[config.mk]
export PLATFORM = sky130hd
export DESIGN_NAME = tl_phase_ctrl
export DESIGN_NICKNAME = d
export VERILOG_FILES = /design/src/rtl/tl_phase_ctrl.sv
export SDC_FILE = /design/constraint.sdc
export NUM_CORES = 1
export LEC_CHECK = 0
export ABC_AREA = 1
export CORE_AREA = 2 2 90 92
export CTS_BUF_LIST = sky130_fd_sc_hd__clkbuf_4 sky130_fd_sc_hd__clkbuf_8
export CTS_CLUSTER_DIAMETER = 120
export CTS_CLUSTER_SIZE = 10
export DETAILED_ROUTE_END_ITERATION = 16
export DIE_AREA = 0 0 92 94
export PLACE_DENSITY = 0.77
export SYNTH_ARGS = -nofsm -noshare
export SYNTH_HDL_FRONTEND = slang
export SYNTH_SLANG_ARGS = --single-unit
[constraint.sdc]
create_clock -name clk -period 2.8 [get_ports clk]
set_input_delay 0.56 -clock clk [delete_from_list [all_inputs] [get_ports clk]]
set_output_delay 0.56 -clock clk [all_outputs]
set_load 0.1 [all_outputs]
[src/rtl/tl_phase_ctrl.sv]
// Traffic-light phase controller: drives the phase timer, sequences highway/farm lights,
// and drops into a flashing-yellow fault mode when an expected expiry never arrives.
// Optional all-red clearance between yellow and the opposite green: define TL_ALLRED_EN.
module tl_phase_ctrl #(
   parameter int unsigned WDOG_CYC   = 300_000_000,
   parameter int unsigned FLASH_CYC  = 25_000_000,
   parameter int unsigned ALLRED_CYC = 49_999_999
) (
   input  logic       clk,
   input  logic       rst_n,
   input  logic       car,
   input  logic       long_to,
   input  logic       short_to,
   output logic       timer_start,
   output logic       timer_sel,
   output logic [1:0] hwy_light,
   output logic [1:0] farm_light,
   output logic       fault,
   output logic [2:0] state_o
);

   localparam int WDOG_W  = $clog2(WDOG_CYC + 1);
   localparam int FLASH_W = $clog2(FLASH_CYC + 1);
   localparam logic [WDOG_W-1:0]  WDOG_MAX   = WDOG_W'(WDOG_CYC);
   localparam logic [FLASH_W-1:0] FLASH_LAST = FLASH_W'(FLASH_CYC - 1);
`ifdef TL_ALLRED_EN
   localparam int AR_W = $clog2(ALLRED_CYC + 1);
   localparam logic [AR_W-1:0] AR_LAST = AR_W'(ALLRED_CYC);
`endif

   localparam logic [1:0] LT_RED = 2'b00;
   localparam logic [1:0] LT_YEL = 2'b01;
   localparam logic [1:0] LT_GRN = 2'b10;
   localparam logic [1:0] LT_OFF = 2'b11;

   typedef enum logic [2:0] {
      S_HG    = 3'd0,
      S_HY    = 3'd1,
      S_FG    = 3'd2,
      S_FY    = 3'd3,
      S_FAULT = 3'd4
`ifdef TL_ALLRED_EN
      , S_AR1 = 3'd5
      , S_AR2 = 3'd6
`endif
   } state_t;

   state_t               state_q, state_d;
   logic                 sel_q, sel_d;
   logic                 start_q, start_d;
   logic                 car_meta_q, car_sync_q;
   logic                 car_req_q, car_req_d;
   logic [WDOG_W-1:0]    wdog_q, wdog_d;
   logic [FLASH_W-1:0]   flash_cnt_q, flash_cnt_d;
   logic                 flash_yel_q, flash_yel_d;
   logic                 accept;
   logic                 in_ar;
   logic                 wdog_hit;
`ifdef TL_ALLRED_EN
   logic [AR_W-1:0]      ar_cnt_q, ar_cnt_d;
   assign in_ar = (state_q == S_AR1) || (state_q == S_AR2);
`else
   assign in_ar = 1'b0;
`endif

   // Only the expiry of the interval actually running counts.
   assign accept   = sel_q ? short_to : long_to;
   assign wdog_hit = (state_q != S_FAULT) && !in_ar && (wdog_q == WDOG_MAX);

   always_ff @(posedge clk or negedge rst_n) begin
      if (!rst_n) begin
         state_q     <= S_HG;
         sel_q       <= 1'b0;
         start_q     <= 1'b1;
         car_meta_q  <= 1'b0;
         car_sync_q  <= 1'b0;
         car_req_q   <= 1'b0;
         wdog_q      <= '0;
         flash_cnt_q <= '0;
         flash_yel_q <= 1'b1;
`ifdef TL_ALLRED_EN
         ar_cnt_q    <= '0;
`endif
      end else begin
         state_q     <= state_d;
         sel_q       <= sel_d;
         start_q     <= start_d;
         car_meta_q  <= car;
         car_sync_q  <= car_meta_q;
         car_req_q   <= car_req_d;
         wdog_q      <= wdog_d;
         flash_cnt_q <= flash_cnt_d;
         flash_yel_q <= flash_yel_d;
`ifdef TL_ALLRED_EN
         ar_cnt_q    <= ar_cnt_d;
`endif
      end
   end

   always_comb begin
      state_d     = state_q;
      sel_d       = sel_q;
      start_d     = 1'b0;
      car_req_d   = car_req_q;
      wdog_d      = wdog_q;
      flash_cnt_d = '0;
      flash_yel_d = 1'b1;
`ifdef TL_ALLRED_EN
      ar_cnt_d    = '0;
`endif

      if (start_q)
         wdog_d = '0;
      else if ((state_q != S_FAULT) && !in_ar && (wdog_q != WDOG_MAX))
         wdog_d = wdog_q + WDOG_W'(1);

      if (((state_q == S_HG) || (state_q == S_HY)) && car_sync_q)
         car_req_d = 1'b1;

      if (wdog_hit) begin
         state_d = S_FAULT;
      end else begin
         case (state_q)
            S_HG: if (accept) begin
               state_d = car_req_q ? S_HY : S_HG;
               sel_d   = car_req_q;
               start_d = 1'b1;
            end
            S_HY: if (accept) begin
`ifdef TL_ALLRED_EN
               state_d = S_AR1;
`else
               state_d = S_FG;
               sel_d   = 1'b0;
               start_d = 1'b1;
`endif
            end
            S_FG: if (accept) begin
               state_d = S_FY;
               sel_d   = 1'b1;
               start_d = 1'b1;
            end
            S_FY: if (accept) begin
`ifdef TL_ALLRED_EN
               state_d = S_AR2;
`else
               state_d = S_HG;
               sel_d   = 1'b0;
               start_d = 1'b1;
`endif
            end
            S_FAULT: begin
               if (flash_cnt_q == FLASH_LAST) begin
                  flash_cnt_d = '0;
                  flash_yel_d = !flash_yel_q;
               end else begin
                  flash_cnt_d = flash_cnt_q + FLASH_W'(1);
                  flash_yel_d = flash_yel_q;
               end
            end
`ifdef TL_ALLRED_EN
            S_AR1, S_AR2: begin
               if (ar_cnt_q == AR_LAST) begin
                  state_d = (state_q == S_AR1) ? S_FG : S_HG;
                  sel_d   = 1'b0;
                  start_d = 1'b1;
               end else begin
                  ar_cnt_d = ar_cnt_q + AR_W'(1);
               end
            end
`endif
            default: state_d = S_FAULT;
         endcase
      end

      // A request is served by exactly one farm green.
      if ((state_d == S_FG) && (state_q != S_FG))
         car_req_d = 1'b0;
   end

   always_comb begin
      hwy_light  = LT_RED;
      farm_light = LT_RED;
      case (state_q)
         S_HG:    hwy_light  = LT_GRN;
         S_HY:    hwy_light  = LT_YEL;
         S_FG:    farm_light = LT_GRN;
         S_FY:    farm_light = LT_YEL;
         S_FAULT: begin
            hwy_light  = flash_yel_q ? LT_YEL : LT_OFF;
            farm_light = flash_yel_q ? LT_YEL : LT_OFF;
         end
         default: ;
      endcase
   end

   assign timer_start = start_q;
   assign timer_sel   = sel_q;
   assign fault       = (state_q == S_FAULT);
   assign state_o     = state_q;

endmodule
==> results <==
- Summing the areas of all compound-gate instances in the mapped netlist gives 1.838% of the synthesized area.
- The fill cell instance count of the final layout is 727.
- The synthesized netlist devotes 47.47% of its cell area to simple gates.
- The category of the critical setup timing path is reg -> out.
- Net switching is 44.19% of the power.
- Static timing analysis puts the maximum clock frequency at 0.4307 GHz.
- The source of the worst register-to-register timing path is wdog_q[0].
- The transition time at the pin with the least slew margin is 0.9214 ns.
- The initial utilization of the core area, before any placement, comes to 54.57%.
- The number of levels the H-tree was split into is 3.
- TritonCTS built the clock tree.
- The proportion of power drawn by combinational gates is 32.4%.
- Synthesis instantiated 27 different standard cells from the library.
- The multi-input combinational cell area is 2193 sq um.
- The count of placed standard cells including taps is 765.
- Each instance of the synthesized netlist takes up on average 6.319 sq um.
- The maximum number of pins on one net before global-route repair is 30.
- The clock root buffer master is sky130_fd_sc_hd__clkbuf_8.
- The floorplan step defined a die boundary enclosing 8648 sq um.
- The die is 92 um wide.
- For this run, design rule violations remaining after detail routing come to 0.
- The hold violation total from the final report is 0.
- VDD sags by at most 734.2 uV.
- The flow ran to the end, and the final reports show no timing, DRC or antenna violations.
- The total setup buffers inserted after CTS is 0.
- The number of core rows is 32.
- Post-CTS repair changed the size of 0 cells.
- The most common cell after layout, fill and taps aside is sky130_fd_sc_hd__nand2_1.
- The synthesized net count is 665.
- The clock net sink count is 63.
- Synthesis inferred 63 register bits.
- The clock passes through at most 2 buffers.
- Dividing total power by cell area gives a power density of 587.9 nW/um^2.
- By area, the combinational part of the netlist is dominated by simple AND/OR/NAND/NOR gates.
- The setup skew after layout is 0.01120 ns.
- In the final routed layout, each cell accounts on average for 13.90 um.
- The violation count after the first detailed-routing iteration is 298.
- The core region area is 7607 sq um.
- The growth of design area from synthesis to finish is 9.072%.
- Buffers inserted to repair hold after CTS numbered 0.
- In this run the vertical extent of the chip is 94 um.
- The reg-to-reg setup timing slack is 0.76 ns.
- Wires add up to 10,850 um.
- The total overflow left after global routing is 0.
- The ratio of cells with drive above 1 in the final layout is 6.333%.
- The type of the tightest min-delay check is in -> async.
- Pin placement for this block handled 15 I/O pins.
- The static leakage power is 2.170 nW.
- Summing the sequential cell areas from Yosys gives 38.03% of the chip area.
- The overall via count from detail_route is 4,164.
- Tracing the worst setup path back leads to its startpoint at state_o[1].
- Along the worst path, the maximum fanout reaches 18.
- Counting every instance in the synthesized netlist gives 657.
- The summed instance area of the synthesized netlist is 4151 sq um.
- Setup repair after global routing left no endpoint under its margin.
- The worst setup path is launched from a flip-flop.
- The minimum period implied by the final worst setup slack is 2.322 ns.
- The final estimated routing congestion in global placement is 0.9270.
- The finished layout holds 781 standard cells, fillers aside.
- The post-layout net count is 682.
- For the worst-skew pair, the clock arrives at the later sink with an insertion delay of 0.36 ns.
- The via count of the first global-routing pass was 4,010.
- The tool flagged a number of max-cap violations equal to 0.
- The endpoint kind of the worst setup timing path is an output pin.
- In this run the tightest slew margin relative to its limit is 38.51%.
- After detailed routing, the number of vias per cell comes to 5.332.
- The count of synthesis-stage warnings from yosys is 0.
- The accumulated negative setup slack is 0 ns.
- Setup violations remaining at the end of the flow were counted as 0.
- The internal power of the cells totals 1.486 mW.
- The top cell types in the final layout, fill and taps aside, are 235 x sky130_fd_sc_hd__nand2_1, 117 x sky130_fd_sc_hd__nor2_1, 82 x sky130_fd_sc_hd__inv_1, 61 x sky130_fd_sc_hd__dfrtp_1, 59 x sky130_fd_sc_hd__nand3_1.
- The max-slew violation total from the final report is 0.
- The net switching power of the design is 1.176 mW.
- The number of buffers added by the clock tree synthesis step is 9.
- The required time at the worst-slack endpoint is 2.24 ns.
- The xor/xnor share of the synthesized area is 2.532%.
- The worst register-to-register path ends at wdog_q[20].
- The first-pass GRT wire length is 18,620 um.
- The sequential cells in the finished layout cover a total of 1579 sq um.
- The number of cells on the worst reg-to-reg path is 10.
- Registers are responsible for 39.4% of the overall power.
- After Yosys synthesis, full adders, half adders and majority gates account for 0.9042% of the synthesized area.
- The number of antenna violations at the first check in global routing is 0.
- For this run, the detailed router's first-pass iteration total came to 5.
- Clock-pin slew was measured on the worst setup and hold paths at 0.08 ns.
- For the worst setup path, the data arrival time is 1.76 ns.
- The count of nets left with antenna violations once routing finished came out at 0.
- The clock share of power is 28.2%.
- The count of buffers from port buffering is 14.
- Global routing consumed, over all layers together, 27.21% of the routing resources.
- The number of diodes added for antenna fixing is 0.
- The share of cell area taken by muxes after synthesis is 0%.
- The HPWL reported at the end of detailed placement is 8047 um.
- The period utilization is 82.93%.
[cell type report]
type	instances	area share, %
Timing Repair Buffer	17	2.929
Clock inverter	7	1.243
Sequential cell	63	34.87
Clock buffer	9	2.736
Inverter	84	6.963
Multi-Input combinational cell	499	48.44
Tap cell	102	2.818
[power groups by stage]
stage / Sequential, mW / Combinational (mW) / Clock, mW
2_1_floorplan: 1.24 / 0.506 / 0
3_3_place_gp: 1.06 / 0.855 / 0
3_5_place_dp: 1.06 / 0.866 / 0
4_1_cts: 1.05 / 0.868 / 0.755
5_1_grt: 1.06 / 0.930 / 0.799
6_report: 1.05 / 0.863 / 0.751
[worst max-delay path, cell delays in order, from the launching register on]
cell and delay [ns]:
sky130_fd_sc_hd__dfrtp_1 0.45, sky130_fd_sc_hd__nor2_2 0.20, sky130_fd_sc_hd__nand2_4 0.19, sky130_fd_sc_hd__inv_2 0.22, sky130_fd_sc_hd__buf_4 0.33
[cells in the mapped netlist]
library cell               count  area, sq um
sky130_fd_sc_hd__inv_1        82        307.8
sky130_fd_sc_hd__dfrtp_1      61         1526
sky130_fd_sc_hd__buf_6         2        22.52
sky130_fd_sc_hd__nand4_1      30        187.7
sky130_fd_sc_hd__o21ai_0      12        60.06
sky130_fd_sc_hd__ha_1          3        37.54
sky130_fd_sc_hd__xor2_1       11        96.34
sky130_fd_sc_hd__xnor2_1       1        8.760
sky130_fd_sc_hd__a31oi_1       1        6.260
sky130_fd_sc_hd__clkbuf_1      4        15.01
sky130_fd_sc_hd__nand2_1     235        882.1
sky130_fd_sc_hd__nand3b_1      1        7.510
sky130_fd_sc_hd__and2_1        1        6.260
sky130_fd_sc_hd__nand2_4       1        11.26
sky130_fd_sc_hd__buf_2         3        15.01
sky130_fd_sc_hd__a21oi_1       2        10.01
sky130_fd_sc_hd__nor2_1      117        439.2
sky130_fd_sc_hd__nand3_1      59        295.3
sky130_fd_sc_hd__nor3_1       17        85.08
sky130_fd_sc_hd__nor2_2        3        18.77
sky130_fd_sc_hd__nor3b_1       1        7.510
sky130_fd_sc_hd__buf_4         2        15.01
sky130_fd_sc_hd__nor2_4        1        11.26
sky130_fd_sc_hd__dfstp_2       2        52.55
sky130_fd_sc_hd__inv_2         2        7.510
sky130_fd_sc_hd__nand2_2       2        12.51
sky130_fd_sc_hd__or2_2         1        6.260
[metal layers]
metal,global-route usage (%),vias to the layer above,part of all wire [%]
li1,-,2085,-
met1,38.22,1896,46
met2,43.81,166,46
met3,4.815,17,6.6
met4,6.965,0,1.4
met5,0,-,0
[worst max path at each step]
stage | depth (start not counted) | slack (ns) | to
final | 4 | 0.48 | fault
after detailed placement | 10 | 0.78 | wdog_q[18]
after CTS | 4 | 0.50 | fault
after global placement | 10 | 0.84 | wdog_q[4]
after global routing | 4 | 0.42 | fault
after floorplan | 4 | 0.11 | farm_light[0]
[cell families (layout without fill, tap and decap cells)]
kind of cell	after synthesis	in the layout
simple gates	469	469
buf+inv	95	117
flops	63	63
compound gates	15	15
xor+xnor	12	12
fa+ha+maj	3	3
[state kept, by name, indices dropped and copies added (netlist names)]
register / flops
wdog_q: 29
flash_cnt_q: 25
state_o: 3
car_meta_q: 1
car_req_q: 1
car_sync_q: 1
flash_yel_q: 1
timer_sel: 1
timer_start: 1
[metrics by stage]
step                      area (sq um)  power (mW)  hold WS [ns]  util, %  setup WS, ns
final                             4528       2.662        0.2254    59.52        0.4780
after CTS                         4528       2.669        0.2609    59.52        0.4981
after floorplan                   4155       1.742        0.2644        -        0.1056
after detailed placement          4348       1.929        0.3403    57.15        0.7770
after global routing              4528       2.786        0.2855    59.52        0.4226
after global placement            4348       1.915        0.3456    57.15        0.8430
No activity file was read; power rests on OpenSTA's default activity.
==> RTL change 1 (same flow settings) <==
The parameter `FLASH_CYC` goes from 25_000_000 to 12_500_000.
--- a/src/rtl/tl_phase_ctrl.sv
+++ b/src/rtl/tl_phase_ctrl.sv
@@ -3,7 +3,7 @@
 // Optional all-red clearance between yellow and the opposite green: define TL_ALLRED_EN.
 module tl_phase_ctrl #(
    parameter int unsigned WDOG_CYC   = 300_000_000,
-   parameter int unsigned FLASH_CYC  = 25_000_000,
+   parameter int unsigned FLASH_CYC  = 12_500_000,
    parameter int unsigned ALLRED_CYC = 49_999_999
 ) (
    input  logic       clk,
Behaviour: no difference found for any inputs over 10 cycles, from zero or initial values and one cycle with rst_n low; that may be too few to reach the edited logic, so the function may still have changed.
==> RTL change 1 against the original RTL <==
Sequential share of layout area is 0.48 points higher. Count of clock-buffer cells in the layout grew 1. Sequential cell count shrank 1. Cell area is 2.9% lower. First-iteration DRC count is 29% lower. Final cell count shrank 5.2%. Combinational power fell by 1%. Routed wire length is 9.7% lower. Worst setup slack lost 0.16 ns. Global-route usage is 2.1 points lower. Total power is 4.9% higher. Synthesized area fell by 4.4%. Largest power group unchanged.
==> RTL change 1: results (changes against the original RTL) <==
- Critical path arrival: 2.72 ns (+0.96 ns)
- Nets: 641 (-6.0%)
- Worst skew pair latency: 0.34 ns (-0.02 ns)
- HPWL after DPL: 7221 um (-10%)
- P per Cell Area: 635.5 nW/um^2 (+8.1%)
- Vias in the first global route: 3695 (-7.9%)
- Met3 usage in global routing: 3.291% (-1.5 points)
- DRT Pass-1 Iters: 4 (-1)
- Status: complete, no violations
- Peak VDD IR: 0.6457 mV (-12%)
- Met1 GRT Util: 31.84% (-6.4 points)
- DP Area: 4165 um^2 (-4.2%)
- Skew final: 0.005780 ns (-0.005421 ns)
- Worst Slack Setup Final: 0.3175 ns (-0.1606 ns)
- Hold slack: 0.2329 ns (+0.007416 ns)
- Share of cells above drive strength 1: 6.426% (+0.093 points)
- Post-Syn Nets: 626 (-5.9%)
- Post-Syn Instances: 618 (-5.9%)
- RePlAce Congestion: 0.9459 (+2.0%)
- Post-synthesis sequential area ratio: 39.16% (+1.1 points)
- Synth cell count leaders: 216 x nand2_1, 116 x nor2_1, 71 x inv_1
- GRT Util Overall: 25.07% (-2.1 points)
- Crit-path max FO: 30 (+12)
- Met2 Use GR: 43.01% (-0.80 points)
- P_leak: 2.122 nW (-2.2%)
- DR iter-0 viols: 211 (-29%)
- WL/cell: 13.25 um (-4.7%)
- Fillcell total: 746 (+2.6%)
- Largest net degree at the start of global routing: 31 (+3.3%)
==> RTL change 1: cell count changes after synthesis, moves of 2 or more <==
cell | before | now
xor2_1 | 11 | 13
nand3b_1 | 1 | 5
o21ai_0 | 12 | 10
buf_2 | 3 | 6
nand2_1 | 235 | 216
inv_1 | 82 | 71
a21oi_1 | 2 | 4
nand4_1 | 30 | 22
nand3_1 | 59 | 50
nor3_1 | 17 | 21
inv_2 | 2 | 0
==> RTL change 1: final timing paths <==
check,cells after the start,start,end
hold / removal,1,rst_n,flash_cnt_q[9]
hold reg to reg,0,car_meta_q,car_sync_q
min in group clk,0,car_meta_q,car_sync_q
setup reg to reg,11,wdog_q[0],wdog_q[0]
max in group asynchronous,2,rst_n,timer_start
setup / recovery,11,wdog_q[0],wdog_q[0]
==> RTL change 1: layout make-up <==
| class | count | area, um^2 | area share [%] |
|---|---|---|---|
| clock buffers | 10 | 137.6 | 3.131 |
| clock inverters | 6 | 92.59 | 2.106 |
| inverters | 71 | 266.5 | 6.063 |
| multi-input cells | 471 | 2077 | 47.25 |
| flip-flops and latches | 62 | 1554 | 35.35 |
| well taps | 102 | 127.6 | 2.903 |
| repair buffers | 18 | 140.1 | 3.188 |
==> RTL change 1: cell families (layout without fill, tap and decap cells) <==
kind of cell	Yosys count	in the layout	share of synthesized area, %
simple gates	441	441	46.66
buf+inv	85	105	8.607
flops	62	62	39.16
compound gates	14	14	1.766
xor+xnor	13	13	2.869
fa+ha+maj	3	3	0.9459
==> RTL change 1: power by group through the flow <==
stage / clock network, mW / logic (mW) / registers (mW)
floorplan: 0 / 0.493 / 1.21
global placement: 0 / 0.833 / 1.04
detailed placement: 0 / 0.845 / 1.04
CTS: 0.929 / 0.851 / 1.02
global route: 0.968 / 0.914 / 1.04
finish: 0.912 / 0.853 / 1.03
==> RTL change 1: critical path, stage by stage, from the launching register on <==
cell and delay [ns]:
dfrtp_1 0.43, inv_1 0.10, ha_1 0.22, nand2_1 0.07, nor3_1 0.06, nand2_1 0.08
nor2_1 0.06, nor2_2 0.90, nor2_2 0.01, buf_4 0.27, nand2_1 0.11, nand2_1 0.06
==> RTL change 1: layer usage <==
metal,vias up,wire [um],share of wire (%)
met1,1786,4316,44
met5,-,0,0
li1,1968,-,-
met4,0,257,2.6
met3,22,374,3.8
met2,81,4854,50
==> RTL change 2 (config.mk and constraints unchanged) <==
Made on the original files. Make the reset (`rst_n`) synchronous in one clocked block.
--- a/src/rtl/tl_phase_ctrl.sv
+++ b/src/rtl/tl_phase_ctrl.sv
@@ -67,7 +67,7 @@
    assign accept   = sel_q ? short_to : long_to;
    assign wdog_hit = (state_q != S_FAULT) && !in_ar && (wdog_q == WDOG_MAX);
 
-   always_ff @(posedge clk or negedge rst_n) begin
+   always_ff @(posedge clk) begin
       if (!rst_n) begin
          state_q     <= S_HG;
          sel_q       <= 1'b0;
Behaviour: differs if rst_n is asserted again (counterexample within 4 cycles, from zero or initial values and one cycle with rst_n low); with rst_n held inactive, the same outputs for 10 cycles.
==> RTL change 2 against the original RTL <==
Sequential share of layout area is 5.0 points lower. Cell area is 6.7% lower. Synthesized area is 7.0% lower. Routed wire length is 15% lower. Global-route usage is 4.3 points lower. Register-to-register slack better by 0.17 ns. Worst setup slack better by 0.11 ns. Largest cell class unchanged. Sequential cell count stayed put.
Power is not compared: it rests on default switching activity, and its combinational part moved more than twofold at a synthesized area within 25%.
==> RTL change 2: results (changes against the original RTL) <==
- Reg2Reg Setup Slack: 0.93 ns (+0.17 ns)
- Hold slack: 0.4361 ns (+0.2107 ns)
- Post-synthesis sequential area ratio: 32.65% (-5.4 points)
- Via/cell ratio: 5.158 (-3.3%)
- DR iter-0 viols: 212 (-29%)
- Top FF cell, synth: dfxtp_1
- Num CTS Buffers: 9 (unchanged)
- Vias in the first global route: 3573 (-11%)
- Synth cell count leaders: 219 x nand2_1, 119 x nor2_1, 70 x inv_1
- Post-synthesis adder-cell area fraction: 0.9718% (+0.068 points)
- P_leak: about 1.6 nW
- Inverters: 70 (-17%)
- Synth area leaders: dfxtp_1 33%, nand2_1 21%, nor2_1 12%
- Worst Tran Pin Value: 0.6415 ns (-0.2799 ns)
- Dpl ws: 0.6789 ns (-0.09813 ns)
- Maximum clock path buffer count: 2 (unchanged)
- GRT Util Overall: 22.88% (-4.3 points)
- Via count: 3920 (-5.9%)
- Multi-input combinational area share: 53.38% (+4.9 points)
- Post-Syn Area: 3862 um^2 (-7.0%)
- Yosys cell types: 29 (+7.4%)
- RR Startpoint: wdog_q[0]
- DP Cell Count: 744 (-2.7%)
- Signal buf overhead: 2.903% (-0.026 points)
- Fillcell total: 775 (+6.6%)
- Part of the cycle the worst path needs: 78.86% (-4.1 points)
- Share of cells above drive strength 1: 7.295% (+0.96 points)
- Nets: 661 (-3.1%)
- Compound-Gate Fraction of Synth Area: 7.289% (+5.5 points)
- Crit-path max FO: 14 (-4)
- Worst Reg-to-Reg Cells: 9 (-1)
- Number of multi-input logic gates: 494 (-1.0%)
- CP startpoint: state_o[1]
- Final core occ: 55.53% (-4.0 points)
- Number of synthesized flops with an enable pin: 0 (unchanged)
- Layout clock buffers: 10 (+1)
- Skew final: 0.01194 ns (+0.0007428 ns)
- Max stage delay cell, worst path: dfxtp_2
- FFs & Latches: 63 (unchanged)
- Clock network area share: 4.562% (+0.58 points)
- Crit-path max cell delay: 0.36 ns (-0.09 ns)
- First-pass GRT wire length: 15950 um (-14%)
- Seq area share: 29.92% (-5.0 points)
- Asr flop ratio synth: 0% (-100 points)
- Post-Syn Instances: 641 (-2.4%)
- Post-Syn Nets: 649 (-2.4%)
- HPWL after DPL: 6857 um (-15%)
- HP Class: reg -> reg
- Status: complete, no violations
- Bufs w/o clock: 15 (-2)
- DP Area: 4031 um^2 (-7.3%)
- WL/cell: 12.18 um (-12%)
==> RTL change 2: cell types whose count changed in the layout (fill, tap and decap cells not counted), moves of 6 or more <==
cell and delta:
nand4_1 -11, a21oi_2 +6, dfrtp_1 -61, nand3_1 -16, dfxtp_1 +61, nand2_1 -16, nor3_1 -10, inv_1 -12
a21oi_1 +30, xnor2_1 +6
==> RTL change 2: routing by layer <==
metal  track usage [%]  up-vias  part of all wire, %
li1                  -     2036                    -
met1             29.03     1780                   46
met2             38.73       89                   47
met3             5.217       15                  5.5
met4             7.214        0                  1.8
met5                 0        -                    0
==> RTL change 2: logic make-up after synthesis <==
| kind of cell | after synthesis |
|---|---|
| DFF | 63 |
| AOI/OAI and AO/OA | 51 |
| buffers and inverters | 84 |
| adders and majority gates | 3 |
| and+or+nand+nor | 423 |
| xor gates and xnor gates | 17 |
==> RTL change 2: path summary, 6_finish.rpt <==
check	endpoint
max reg2reg	wdog_q[27]
max	fault
min	car_sync_q
min reg2reg	car_sync_q
